==> src/rtl/fir_decimate_pkg.sv <==
`default_nettype none
// Shared fixed-point globals for the audio filter chain: format, helpers,
// low-pass coefficient set and the decimator state encoding.
package fir_decimate_pkg;

    localparam int BITS       = 10;
    localparam int DATA_WIDTH = 32;
    localparam int LPF_TAPS   = 32;

    typedef enum logic [1:0] {
        ST_SHIFT   = 2'd0,
        ST_COMPUTE = 2'd1,
        ST_WRITE   = 2'd2
    } state_t;

    function automatic logic signed [DATA_WIDTH-1:0] quantize(input int value);
        logic signed [DATA_WIDTH-1:0] q;
        q = value;
        return q <<< BITS;
    endfunction

    function automatic int dequantize(input logic signed [DATA_WIDTH-1:0] value);
        return int'(value >>> BITS);
    endfunction

    // Low 2N bits of the product of sign-extended operands equal the signed product.
    function automatic logic signed [DATA_WIDTH-1:0] multiply_truncation(
        input logic signed [DATA_WIDTH-1:0] a,
        input logic signed [DATA_WIDTH-1:0] b
    );
        logic [2*DATA_WIDTH-1:0]        a_ext;
        logic [2*DATA_WIDTH-1:0]        b_ext;
        logic signed [2*DATA_WIDTH-1:0] product;
        logic signed [2*DATA_WIDTH-1:0] shifted;
        a_ext   = {{DATA_WIDTH{a[DATA_WIDTH-1]}}, a};
        b_ext   = {{DATA_WIDTH{b[DATA_WIDTH-1]}}, b};
        product = $signed(a_ext * b_ext);
        shifted = product >>> BITS;
        return shifted[DATA_WIDTH-1:0];
    endfunction

    // Symmetric response, so the concatenation order is immaterial.
    localparam logic [LPF_TAPS-1:0][DATA_WIDTH-1:0] AUDIO_LPF_COEFFS = {
        -32'sd1,   -32'sd2,   -32'sd3,   -32'sd4,
        -32'sd4,   -32'sd2,    32'sd3,    32'sd11,
         32'sd22,   32'sd37,   32'sd54,   32'sd72,
         32'sd89,   32'sd104,  32'sd115,  32'sd121,
         32'sd121,  32'sd115,  32'sd104,  32'sd89,
         32'sd72,   32'sd54,   32'sd37,   32'sd22,
         32'sd11,   32'sd3,   -32'sd2,   -32'sd4,
        -32'sd4,   -32'sd3,   -32'sd2,   -32'sd1
    };

endpackage
`default_nettype wire

==> src/rtl/fir_decimate.sv <==
`default_nettype none
// Decimating FIR: shifts in DECIMATION samples, runs a one-tap-per-cycle MAC
// over the history, then writes one result downstream.
module fir_decimate
    import fir_decimate_pkg::*;
#(
    parameter int DATA_SIZE  = 32,
    parameter int NUM_TAPS   = 32,
    parameter int DECIMATION = 8,
    parameter logic [NUM_TAPS-1:0][DATA_SIZE-1:0] COEFFS = AUDIO_LPF_COEFFS
) (
    input  logic                 clock,
    input  logic                 reset,
    input  logic                 in_empty,
    output logic                 in_rd_en,
    input  logic [DATA_SIZE-1:0] din,
    input  logic                 out_full,
    output logic                 out_wr_en,
    output logic [DATA_SIZE-1:0] dout
);

    localparam int TAP_W = (NUM_TAPS > 1) ? $clog2(NUM_TAPS) : 1;
    localparam int CNT_W = (DECIMATION > 1) ? $clog2(DECIMATION) : 1;
    localparam logic [TAP_W-1:0] LAST_TAP    = TAP_W'(NUM_TAPS - 1);
    localparam logic [CNT_W-1:0] LAST_SAMPLE = CNT_W'(DECIMATION - 1);

    state_t               state;
    state_t               next_state;
    logic [DATA_SIZE-1:0] shift_reg [NUM_TAPS];
    logic [DATA_SIZE-1:0] acc;
    logic [DATA_SIZE-1:0] tap_sum;
    logic [TAP_W-1:0]     tap_cnt;
    logic [CNT_W-1:0]     sample_cnt;

    assign tap_sum = acc + multiply_truncation(COEFFS[tap_cnt], shift_reg[tap_cnt]);

    always_ff @(posedge clock or posedge reset) begin
        if (reset) begin
            state <= ST_SHIFT;
        end else begin
            state <= next_state;
        end
    end

    // Strobes are gated by reset so nothing is consumed or produced while held.
    always_comb begin
        next_state = state;
        in_rd_en   = 1'b0;
        out_wr_en  = 1'b0;
        case (state)
            ST_SHIFT: begin
                in_rd_en = !in_empty && !reset;
                if (!in_empty && (sample_cnt == LAST_SAMPLE)) begin
                    next_state = ST_COMPUTE;
                end
            end
            ST_COMPUTE: begin
                if (tap_cnt == LAST_TAP) begin
                    next_state = ST_WRITE;
                end
            end
            ST_WRITE: begin
                out_wr_en = !out_full && !reset;
                if (!out_full) begin
                    next_state = ST_SHIFT;
                end
            end
            default: next_state = ST_SHIFT;
        endcase
    end

    always_ff @(posedge clock or posedge reset) begin
        if (reset) begin
            for (int i = 0; i < NUM_TAPS; i++) begin
                shift_reg[i] <= '0;
            end
            acc        <= '0;
            dout       <= '0;
            sample_cnt <= '0;
            tap_cnt    <= '0;
        end else begin
            case (state)
                ST_SHIFT: begin
                    if (!in_empty) begin
                        for (int i = NUM_TAPS - 1; i > 0; i--) begin
                            shift_reg[i] <= shift_reg[i-1];
                        end
                        shift_reg[0] <= din;
                        if (sample_cnt == LAST_SAMPLE) begin
                            sample_cnt <= '0;
                            acc        <= '0;
                            tap_cnt    <= '0;
                        end else begin
                            sample_cnt <= sample_cnt + 1'b1;
                        end
                    end
                end
                ST_COMPUTE: begin
                    acc <= tap_sum;
                    if (tap_cnt == LAST_TAP) begin
                        dout    <= tap_sum;
                        tap_cnt <= '0;
                    end else begin
                        tap_cnt <= tap_cnt + 1'b1;
                    end
                end
                default: begin
                end
            endcase
        end
    end

endmodule
`default_nettype wire
==> config.mk <==
export PLATFORM = sky130hd
export DESIGN_NAME = fir_decimate
export DESIGN_NICKNAME = d
export VERILOG_FILES = /design/src/rtl/fir_decimate_pkg.sv /design/src/rtl/fir_decimate.sv
export SDC_FILE = /design/constraint.sdc
export NUM_CORES = 2
export LEC_CHECK = 0
export CAP_MARGIN = 20
export CELL_PAD_IN_SITES_DETAIL_PLACEMENT = 1
export CELL_PAD_IN_SITES_GLOBAL_PLACEMENT = 1
export CORE_UTILIZATION = 45
export CTS_CLUSTER_SIZE = 14
export DETAILED_ROUTE_END_ITERATION = 8
export MAX_ROUTING_LAYER = met4
export PLACE_DENSITY = 0.73
export SETUP_SLACK_MARGIN = 0.5
export SYNTH_ARGS = -nofsm -noshare
export SYNTH_HDL_FRONTEND = slang
export SYNTH_SLANG_ARGS = --single-unit
==> constraint.sdc <==
create_clock -name clock -period 51.9 [get_ports clock]
set_input_delay 12.975 -clock clock [delete_from_list [all_inputs] [get_ports clock]]
set_output_delay 12.975 -clock clock [all_outputs]
set_load 0.02 [all_outputs]
==> run summary <==
Post-Syn Area - 63800 µm²
postcts setup bufs - 0
post-synth top area share - 43.1%
R2R Path End - dout[31]
P&R area growth vs syn - 10.4%
final setup vio count - 0
Slew Limit Fails - 0
min Tclk post-route - 28.27 ns
1st-iter DRT viols - 2850
cts hold-fix bufs - 0
Initial Util - 45.5%
Net Count, Synth - 7243
outcome - finished clean
final net count - 7159
CTS sink cnt - 1098
dpl cells - 8317
RSZ-0062 raised after global routing - false
CP startpoint kind - input pin
via-per-instance ratio - 5.33
Avg WL per Cell - 19.1 µm
count of max-cap constraint violations - 0
First-pass DRT Iterations - 5
CTS Root Cell - clkbuf_16
clock slew at reported path FFs - 0.06 ns
Ys Warns - 0
Tcrit/Tclk final - 54.5%
skew final - 0.0580 ns
sequential area share after synthesis - 43.1%
Detail Route Antenna Nets - 0
Crit Path Max Fanout - 56
kind of critical path - in -> out
DR top layer - met4
largest net degree at the start of global routing - 224
total clock buffers created by CTS - 118
HPWL after DPL - 108000 µm
row cnt - 137
Cell variety after synth - 84
DIE WIDTH - 378 µm
Tot GR Track Use - 24.4%
most common cell after layout, fill and taps aside - nand2_1
dominant synthesized flop cell - dfrtp_1
maximum clock path buffer count - 3
Area contributors post-synth - dfrtp_1 (43%), nand2_1 (19%), fa_1 (12%)
final wirelength - 163000 µm
final core occ - 50.3%
CP arrival - 15.29 ns
Post-Synth Simple-Gate Area - 21.6%
classification of the worst-slack hold path - reg -> reg
Post-Synth Adder-Cell Area - 15.3%
Max Freq - 35.4 MHz
XOR/XNOR share of the synthesized area - 1.04%
Crit. Startpoint - in_empty
WL met2 - 82100 µm
Post-route DRC - 0
layout cells sized above 1 - 10.1%
Vias - 45.5k
largest family of logic cells by synthesized area - simple AND/OR/NAND/NOR gates
Compound-Gate Fraction of Synth Area - 3.20%
Worst Path Required - 38.92 ns
reg-to-reg setup timing slack - 37.12 ns
Fillers - 15.7k
Gate Count Post-Synth - 6649
IO Count - 70
Worst Max-Slew Pin Slew - 1.21 ns
vias in the first global route - 50.2k
initial antenna violation count - 2
synthesized flop and latch total - 1098
post-cts sizing count - 0
fraction of registers with async set or reset after synthesis - 100%
GP Congestion - 0.862
r2r startpoint - tap_cnt[1]
met1 WL - 72700 µm
CTS tree - yes
TNS Setup - 0 ns
die area - 143000 µm²
Final WS setup - 23.63 ns
worst reg2reg path depth - 39
Clock Latency Late Sink - 0.75 ns
first-pass GRT wire length - 272000 µm
area of the core - 140000 µm²
syn_area_per_cell - 9.59 µm²
largest area contributor in the netlist - dfrtp_1
grt ovf - 0
Die H - 378 µm
CTS HTree Levels - 3
slew margin rel. - 19.4%
crit path capture type - primary output
multiplexer share of the synthesized area - 11.6%
CP endpoint - in_rd_en
commonest cells after routing, fill and taps aside - nand2_1 (3231), dfrtp_1 (1095), fa_1 (370)
DP Worst Slack - 23.58 ns
final hold vios - 0
max FFs per register - 1024
metal3 WL - 4410 µm
port buffer count - 69
Layout Cells excl Fill - 8542
number of flops mapped to enable cells by yosys - 0
routing by layer:
layer	GRT usage (%)	up-vias
met2	40.8	526
li1	-	20962
met4	6.23	0
met5	-	-
met1	31.8	23794
met3	2.54	220
final cells by class:
class                           count  area [µm²]  share of cell area, %
Clock inverter                     51         773                   1.10
Sequential cell                  1098       27500                   39.0
Timing Repair Buffer              148        1440                   2.04
Tap cell                         1876        2350                   3.33
Multi-Input combinational cell   4862       33700                   47.8
Clock buffer                      169        3420                   4.86
Inverter                          337        1280                   1.81
Antenna cell                        1        2.50                0.00355
cell usage after synthesis (3+ instances only):
master,count
a211oi_1,10
a21o_1,34
a21oi_1,95
a22o_1,7
a31oi_1,3
and2_1,7
and3_1,4
buf_1,28
buf_2,34
buf_4,4
buf_6,5
clkbuf_1,281
dfrtp_1,1098
fa_1,370
ha_1,188
inv_1,334
mux2_1,8
mux2_2,9
mux2i_1,29
mux4_2,306
nand2_1,3232
nand2b_1,42
nand3_1,17
nand4_1,6
nor2_1,180
nor2b_1,7
nor3_1,13
nor4_1,3
o2111ai_1,3
o211ai_1,4
o21a_1,8
o21ai_0,78
o21ai_1,4
o21bai_1,16
o22ai_1,6
o31ai_1,4
or2_2,37
or3_1,5
xnor2_1,55
xor2_1,21
stage by stage:
step                      area [µm²]  hold slack (ns)
after floorplan                63800            0.440
after global placement         66100            0.451
after detailed placement       66100            0.458
after CTS                      70300            0.452
after global routing           70400            0.491
final                          70400            0.451
how the worst min path moves through the flow:
stage	from	to	slack [ns]	cells after the start
3_3_place_gp	shift_reg[12]	shift_reg[12]	0.45	2
6_report	shift_reg[672]	shift_reg[640]	0.45	2
2_1_floorplan	shift_reg[1]	shift_reg[1]	0.44	2
5_1_grt	shift_reg[70]	shift_reg[38]	0.49	2
3_5_place_dp	shift_reg[17]	shift_reg[17]	0.46	2
4_1_cts	shift_reg[477]	shift_reg[445]	0.45	2
worst max-delay path: stages:
cell,delay (ns)
clkdlybuf4s50_1,0.47
or3_4,0.60
nor2_1,0.44
clkdlybuf4s50_1,0.76
cell families (layout without fill, tap and decap cells):
group,count (synthesis),after routing
AO/OA/AOI/OAI,310,310
XOR/XNOR,76,76
adder cells (fa/ha/maj),558,558
buffers and inverters,689,705
flip-flops,1098,1098
multiplexers,353,353
other,0,1
AND/OR/NAND/NOR,3565,3565
Power is not shown: default switching activity piles up to over one toggle a cycle in this logic, so the estimate is an artifact.
